[src/rtl/mem_stage_pkg.sv]
// mem_stage_pkg: FSM state enum, access-size codes and byte-offset width helper for mem_access_stage
package mem_stage_pkg;
  typedef enum logic [1:0] {EMPTY, REQ, RESP, DONE} state_t;
  localparam logic [1:0] SZ_B = 2'd0, SZ_H = 2'd1, SZ_W = 2'd2, SZ_D = 2'd3;
  function automatic int off_w(input int data_w);
    return $clog2(data_w / 8);
  endfunction
endpackage

[src/rtl/mem_align.sv]
// mem_align: combinational load shift/extend and store lane replication/strobes; in size, sgn, off, rdata, wdata; out ldata, sdata, strb
module mem_align import mem_stage_pkg::*; #(
  parameter int DATA_W = 32
) (
  input  logic [1:0]                size,
  input  logic                      sgn,
  input  logic [off_w(DATA_W)-1:0]  off,
  input  logic [DATA_W-1:0]         rdata,
  input  logic [DATA_W-1:0]         wdata,
  output logic [DATA_W-1:0]         ldata,
  output logic [DATA_W-1:0]         sdata,
  output logic [DATA_W/8-1:0]       strb
);
  localparam int NB = DATA_W / 8;
  logic [DATA_W-1:0] sh;
  logic [NB-1:0] m;
  assign sh = rdata >> {off, 3'b000};
  always_comb begin
    ldata = size == SZ_B ? (sgn ? DATA_W'($signed(sh[7:0])) : DATA_W'(sh[7:0]))
          : size == SZ_H ? (sgn ? DATA_W'($signed(sh[15:0])) : DATA_W'(sh[15:0]))
          : size == SZ_W ? (sgn ? DATA_W'($signed(sh[31:0])) : DATA_W'(sh[31:0])) : sh;
    sdata = size == SZ_B ? {NB{wdata[7:0]}} : size == SZ_H ? {(NB/2){wdata[15:0]}}
          : size == SZ_W ? {(NB/4){wdata[31:0]}} : wdata;
    m = size == SZ_B ? NB'(1) : size == SZ_H ? NB'(3) : size == SZ_W ? NB'(15) : '1;
    strb = m << off;
  end
endmodule

[src/rtl/mem_access_stage.sv]
// mem_access_stage: EXE->WB memory stage (in_* handshake, mem_* req/ack port, out_* writeback, by_* bypass); define MEM_STAGE_MISALIGN_CHECK_EN to trap misaligned accesses instead of aligning down
module mem_access_stage import mem_stage_pkg::*; #(
  parameter int DATA_W = 32,
  parameter int SB_W   = 48
) (
  input  logic                clk,
  input  logic                reset,
  input  logic                in_valid,
  output logic                in_ready,
  input  logic                in_is_load,
  input  logic                in_is_store,
  input  logic [1:0]          in_size,
  input  logic                in_signed,
  input  logic [DATA_W-1:0]   in_addr,
  input  logic [DATA_W-1:0]   in_wdata,
  input  logic                in_rf_we,
  input  logic [4:0]          in_rf_waddr,
  input  logic [SB_W-1:0]     in_sb,
  output logic                out_valid,
  input  logic                out_ready,
  output logic                out_rf_we,
  output logic [4:0]          out_rf_waddr,
  output logic [DATA_W-1:0]   out_rf_wdata,
  output logic [SB_W-1:0]     out_sb,
  output logic                out_excp,
  output logic                mem_req,
  output logic                mem_wr,
  output logic [1:0]          mem_size,
  output logic [DATA_W-1:0]   mem_addr,
  output logic [DATA_W-1:0]   mem_wdata,
  output logic [DATA_W/8-1:0] mem_wstrb,
  input  logic                mem_addr_ok,
  input  logic                mem_data_ok,
  input  logic [DATA_W-1:0]   mem_rdata,
  output logic                by_valid,
  output logic                by_data_ok,
  output logic [4:0]          by_waddr,
  output logic [DATA_W-1:0]   by_wdata
);
  localparam int OFF = off_w(DATA_W);
  state_t state, state_nx;
  logic ld_q, st_q, sgn_q, we_q, excp_q, mem_op, mis, accept, req;
  logic [1:0] size_q;
  logic [4:0] waddr_q;
  logic [DATA_W-1:0] addr_q, wdata_q, res_q, ldata, sdata;
  logic [SB_W-1:0] sb_q;
  logic [DATA_W/8-1:0] strb;
  logic [OFF-1:0] amask;
  assign mem_op = in_is_load | in_is_store;
  assign amask = OFF'((32'd1 << in_size) - 32'd1);
`ifdef MEM_STAGE_MISALIGN_CHECK_EN
  assign mis = mem_op & |(in_addr[OFF-1:0] & amask);
`else
  assign mis = 1'b0;
`endif
  // in_ready is a pure function of state and out_ready, never of the memory port
  assign in_ready = state == EMPTY | (state == DONE & out_ready);
  assign accept = in_valid & in_ready;
  always_ff @(posedge clk) state <= reset ? EMPTY : state_nx;
  always_comb begin
    state_nx = accept ? (mem_op & ~mis ? REQ : DONE)
             : state == REQ ? (mem_addr_ok ? RESP : REQ)
             : state == RESP ? (mem_data_ok ? DONE : RESP)
             : state == DONE & out_ready ? EMPTY : state;
  end
  always_ff @(posedge clk) begin
    if (reset) begin
      {ld_q, st_q, sgn_q, we_q, excp_q, size_q, waddr_q, addr_q, wdata_q, res_q, sb_q} <= '0;
    end else if (accept) begin
      ld_q <= in_is_load;
      st_q <= in_is_store;
      sgn_q <= in_signed;
      we_q <= in_rf_we;
      excp_q <= mis;
      size_q <= in_size;
      waddr_q <= in_rf_waddr;
      addr_q <= {in_addr[DATA_W-1:OFF], in_addr[OFF-1:0] & ~amask};
      wdata_q <= in_wdata;
      res_q <= in_addr;
      sb_q <= in_sb;
    end else if (state == RESP & mem_data_ok & ld_q) begin
      res_q <= ldata;
    end
  end
  mem_align #(.DATA_W(DATA_W)) u_align (
    .size(size_q), .sgn(sgn_q), .off(addr_q[OFF-1:0]), .rdata(mem_rdata), .wdata(wdata_q),
    .ldata(ldata), .sdata(sdata), .strb(strb)
  );
  assign req = state == REQ;
  always_comb begin
    mem_req = req;
    mem_wr = req & st_q;
    mem_size = req ? size_q : 2'b0;
    mem_addr = req ? addr_q : '0;
    mem_wdata = req ? sdata : '0;
    mem_wstrb = req & st_q ? strb : '0;
    out_valid = state == DONE;
    out_rf_we = we_q & ~excp_q;
    out_rf_waddr = waddr_q;
    out_rf_wdata = res_q;
    out_sb = sb_q;
    out_excp = excp_q;
    by_valid = state != EMPTY & we_q;
    by_data_ok = state == DONE;
    by_waddr = waddr_q;
    by_wdata = res_q;
  end
endmodule

[config.mk]
export PLATFORM = sky130hd
export DESIGN_NAME = mem_access_stage
export DESIGN_NICKNAME = d
export VERILOG_FILES = /design/src/rtl/mem_stage_pkg.sv /design/src/rtl/mem_align.sv /design/src/rtl/mem_access_stage.sv
export SDC_FILE = /design/constraint.sdc
export NUM_CORES = 1
export LEC_CHECK = 0
export ABC_AREA = 1
export CORE_MARGIN = 4
export CORE_UTILIZATION = 41
export DETAILED_ROUTE_END_ITERATION = 12
export PLACE_DENSITY = 0.81
export REMOVE_ABC_BUFFERS = 1
export SYNTH_ARGS = -nofsm -noshare
export SYNTH_HDL_FRONTEND = slang
export SYNTH_SLANG_ARGS = --single-unit
[constraint.sdc]
create_clock -name clk -period 1.88 [get_ports clk]
set_input_delay 0.47 -clock clk [delete_from_list [all_inputs] [get_ports clk]]
set_output_delay 0.47 -clock clk [all_outputs]
set_load 0.01 [all_outputs]
== Word-level counts from Yosys, hierarchy flattened ==
Index checks and enable logic that the tools add are counted.

* Output and inout bits: 200
* Register bits: 157

* Mux-type cells: 21
* Reductions and logical operators: 5
* Add/sub/neg operators: 1
* Shift operators: 3
* Bitwise logic cells: 10
* Equal/unequal tests: 4

{| class="wikitable"
|+ Operator list
! kind !! count
|-
| 32-bit 2-to-1 mux || 10
|-
| 32-bit by 5-bit right shift with 32-bit output || 1
|-
| 2-bit 2-to-1 mux || 7
|-
| 4-bit 2-to-1 mux || 3
|-
| 1-bit AND || 6
|-
| 2-bit by 1-bit == test with 1-bit output (second input constant) || 2
|-
| 2-bit == test (second input constant) || 2
|-
| 2-bit logical NOT || 2
|-
| 2-bit nonzero test || 2
|-
| 4-bit nonzero test || 1
|-
| 4-bit by 2-bit << shifter with 4-bit output || 1
|-
| 2-bit AND || 1
|-
| 2-bit inverter || 1
|-
| 1-bit bitwise OR || 2
|-
| 1-bit by 2-bit << shifter with 2-bit output (first input constant) || 1
|-
| 2-bit by 1-bit subtractor with 2-bit output (second input constant) || 1
|-
| 1-bit 2-to-1 mux || 1
|}

== Depth between registers and ports, before layout ==
* Depth in word-level cells: 6
* Gate-level depth with buffers: 11
* Mapped depth without buffers: 9

== Hierarchy ==
From an unflattened synthesis, not the netlist that was laid out.

* Cells, all modules: 1261
* Area, all modules: 8227.9 sq um

{| class="wikitable"
|+ By module, submodules not included
! module !! cells an instance !! times used !! sequential area each (sq um) !! area an instance (sq um)
|-
| mem_access_stage || 999 || 1 || 3143.0 || 6904.1
|-
| mem_align || 262 || 1 || 0.0 || 1323.8
|}

== Least setup slack after synthesis ==
OpenSTA, ideal clock, no wires.

* Kind: register to output
* Start: register state[0]
* End: output mem_wstrb[2]
* Data arrival time: 1.370 ns
* Required time: 1.410 ns
* Buffers on the path: 1
* Setup slack: 0.040 ns
* Cell stages (with the launch flop): 6
* Cells stage by stage: dfxtp_1 nand2_1 clkbuf_1 nor2_1 inv_1 a221oi_1

* Cells in the longest elaborated chain, start to end: 3

{| class="wikitable"
|+ RTL lines
! item !! RTL line !! text
|-
| start, declared || mem_access_stage.sv:41 || <nowiki>state_t state, state_nx;</nowiki>
|-
| start signal, assigned || mem_access_stage.sv:59 || <nowiki>always_ff @(posedge clk) state <= reset ? EMPTY : state_nx;</nowiki>
|-
| 2-bit by 1-bit == test with 1-bit output || mem_access_stage.sv:89 || <nowiki>assign req = state == REQ;</nowiki>
|-
| 1-bit AND || - ||
|-
| net mem_wr || mem_access_stage.sv:27 || <nowiki>output logic mem_wr,</nowiki>
|-
| 4-bit 2-to-1 mux || mem_access_stage.sv:96 || <nowiki>mem_wstrb = req & st_q ? strb : '0;</nowiki>
|-
| end, declared || mem_access_stage.sv:31 || <nowiki>output logic [DATA_W/8-1:0] mem_wstrb,</nowiki>
|}

The timed path passes the listed nets, and every way through them passes these cells.

== Worst setup path in the final report ==
* Start: register state[1]
* End: output mem_wdata[9]

* Cells in the longest elaborated chain, start to end: 2

{| class="wikitable"
|+ RTL lines
! item !! RTL line !! text
|-
| 2-bit by 1-bit == test with 1-bit output || mem_access_stage.sv:89 ||
|-
| 32-bit 2-to-1 mux || mem_access_stage.sv:95 || <nowiki>mem_wdata = req ? sdata : '0;</nowiki>
|-
| end, declared || mem_access_stage.sv:30 || <nowiki>output logic [DATA_W-1:0] mem_wdata,</nowiki>
|}

No other way between the ends.

==> results.yml <==
die:
  initial_core_util: 0.4175
  core_um2: 18020
  ioPinCount: 361
  dieWidth_um: 143.5
  die_area_um2: 20590
  die_height_um: 143.5
  rows: 49
detailed_routing:
  wl_per_cell_um: 17.13
  ant_nets: 0
  first_iter_violations: 473
  vias: 8786
  drt_wl_total_um: 29420
  viasPerCell: 5.114
  first_pass_iters: 7
  drcViolationCount: 0
clocking:
  clkTransAtPathRegs_ns: 0.07
  clk_latency_ns: 0.42
  cts_tree: "built"
  cts-root-buf: "clkbuf_16"
  h-tree-depth: 4
  clock_path_buffers: 2
  clock-sinks: 157
  cts_made_buffers: 17
  cts_hold_buf: 0
synth:
  synth.most_common_cell: "nor2_1"
  synth_ff_type: "dfxtp_1"
  synth_top_area_frac: 0.4177
  synth_edf_count: 0
  ys_ff_latch: 157
  syn_avg_cell_area_um2: 6.731
  netlist_area_um2: 7525
  async_reset_ff_frac: 0
  synthTopCellsByCount: "nor2_1 (224), nand2_1 (209), dfxtp_1 (157)"
  synth.top_cells.by_area: "dfxtp_1 (42%), nor2_1 (11%), nand2_1 (10%)"
  yosys_warnings: 0
  yosysTopAreaCell: "dfxtp_1"
  yosysUniqueCellTypes: 32
  syn_inst: 1118
  yosysSeqAreaShare: 0.4177
finish:
  fillers: 1425
  multi_input_area_um2: 3729
  final_net_count: 1637
  seq_area_um2: 3166
  area_growth_pct: 67.03
  instances_no_fill: 1718
  drive_gt1_frac: 0.2103
critical_path:
  path_cells: "inv_8 -> nand2_8 -> buf_6 -> buf_6 -> a21oi_2 -> buf_4"
  crit_slowest_cell: "dfxtp_4"
  endpoint_kind: "primary output"
  critPathMaxFanout: 6
  path_class: "reg2out"
  critPathLaunchType: "register"
  required_ns: 1.41
  cp_common_cell: "buf_6"
  cpPeakStageDelay_ns: 0.36
  crit_buf_inv: 4
  crit_arrival_ns: 1.51
  crit_family: "buffers and inverters"
placement:
  post-dp-hpwl_um: 20680
  port-buffer-count: 359
  dp_cells: 1662
  gp_congestion: 0.9151
  pre_cts_slack_ns: -0.2621
pwr:
  powerDensity_nw_per_um2: 883.3
  pwr-share-comb: 0.326
  intPower_w: 0.007592
  power_switching_w: 0.003509
  p_seq_frac: 0.361
  totalPowerFinal_w: 0.01110
  ir_worst_vdd_mv: 0.6056
  power_leakage_nw: 5.587
  p_sw_frac: 0.3161
  p_clk_frac: 0.313
timing:
  grt_setup_unrepaired: "yes"
  fmax_ghz: 0.5047
  max_slew_margin: 0.6543
  setup_viol: 37
  finalHoldViolCount: 0
  worst_slew_pin_slew_ns: 0.5186
  skew_ns: 0.009450
  timing.setup.tns_ns: -1.562
  final_max_slew_viol_count: 0
  layout_setup_ws_ns: -0.1015
  whs_ns: 0.4667
  fin_crit_ns: 1.982
  period_share: 1.054
global_route:
  grt_max_degree: 63
  antenna_found_initial: 1
  gr-total-overflow: 0
  grt_pass1_vias: 8531
  grt.total_usage: 0.2658
  grt_pass1_wl_um: 43390
run_status:
  status: "finished, violations left"
  violations: "setup timing"
min_path:
  hp-class: "reg2reg"
job:
  max-cap-violations: 0
## per-layer routing
metal / vias to the layer above / share of wire / global-route usage
li1: 4253 / - / -
met1: 4006 / 0.37 / 0.3003
met5: - / 0.00051 / 0
met4: 2 / 0.041 / 0.1229
met3: 78 / 0.096 / 0.07121
met2: 447 / 0.49 / 0.4671
## stage by stage
stage                     utilization  instance area (µm²)
after floorplan                     -                 6810
after global placement         0.6311                11380
after detailed placement       0.6311                11380
after CTS                      0.6725                12120
after global routing           0.6971                12570
final                          0.6973                12570
## flip-flops by register name, summed over array words and instances (netlist names)
signal	flops
addr_q	32
by_waddr	5
by_wdata	32
ld_q	1
out_sb	48
sgn_q	1
size_q	2
st_q	1
state	2
wdata_q	32
we_q	1
## power groups by stage
| stage | Clock (W) | Combinational [W] | Sequential [W] |
|---|---|---|---|
| floorplan | 0 | 0.00112 | 0.00416 |
| global placement | 0 | 0.00311 | 0.00402 |
| detailed placement | 0 | 0.00316 | 0.00404 |
| CTS | 0.00351 | 0.00335 | 0.00399 |
| global route | 0.00364 | 0.00392 | 0.00405 |
| finish | 0.00347 | 0.00362 | 0.00401 |
## layout by cell type, fill, tap and decap left out, types with 3 or more instances in the layout
cell	instances
nand4_1	7
inv_2	7
nand2_8	3
nor2_4	19
clkdlybuf4s50_1	269
inv_8	3
nor2_1	180
nand2_4	8
a21oi_2	9
dlygate4sd2_1	3
buf_2	55
nand3_2	6
dlymetal6s2s_1	11
nand3_1	46
dfxtp_2	6
a22o_1	3
buf_12	14
o211ai_1	15
clkinv_4	3
a31oi_1	7
buf_4	55
nor2_2	27
a21oi_1	72
inv_1	83
dfxtp_4	4
buf_6	31
clkinv_2	3
clkbuf_16	20
buf_8	4
o21ai_1	15
nand2_1	190
nand2_2	12
o21ai_0	120
clkbuf_2	6
inv_6	4
dfxtp_1	147
## area by class of cell
cell class,count,share of cell area
repair buffers,454,0.3504
multi-input cells,750,0.2967
flip-flops and latches,157,0.2519
well taps,229,0.02280
clock buffers,19,0.03604
diodes,1,0.0001991
inverters,96,0.03126
clock inverters,12,0.01075
## path summary, 6_finish.rpt
path | start | end | slack [ns] | cells after the start
worst max-delay path | state[1] | mem_wdata[9] | -0.10 | 6
worst max register to register | state[0] | sgn_q | 0.11 | 10
worst min register to register | addr_q[29] | addr_q[29] | 0.47 | 2
worst min-delay path | addr_q[29] | addr_q[29] | 0.47 | 2
## worst min-delay path, cell delays in order (launching register included)
cell,delay [ns]
dfxtp_1,0.31
nand2_1,0.06
a21oi_1,0.05
## logic make-up after synthesis
kind of cell / after synthesis / synth area share
buf+inv: 213 / 0.1435
flops: 157 / 0.4177
other cells: 1 / 0.0004984
compound gates: 249 / 0.1764
simple gates: 498 / 0.2619
## timing repair
item                       4_1_cts  5_1_grt
buffers inserted                10        8
resized for setup              411      112
cloned                           2        6
setup endpoints to repair       84      144
pin swaps                        9       10
Power figures use the tool's default switching activity.
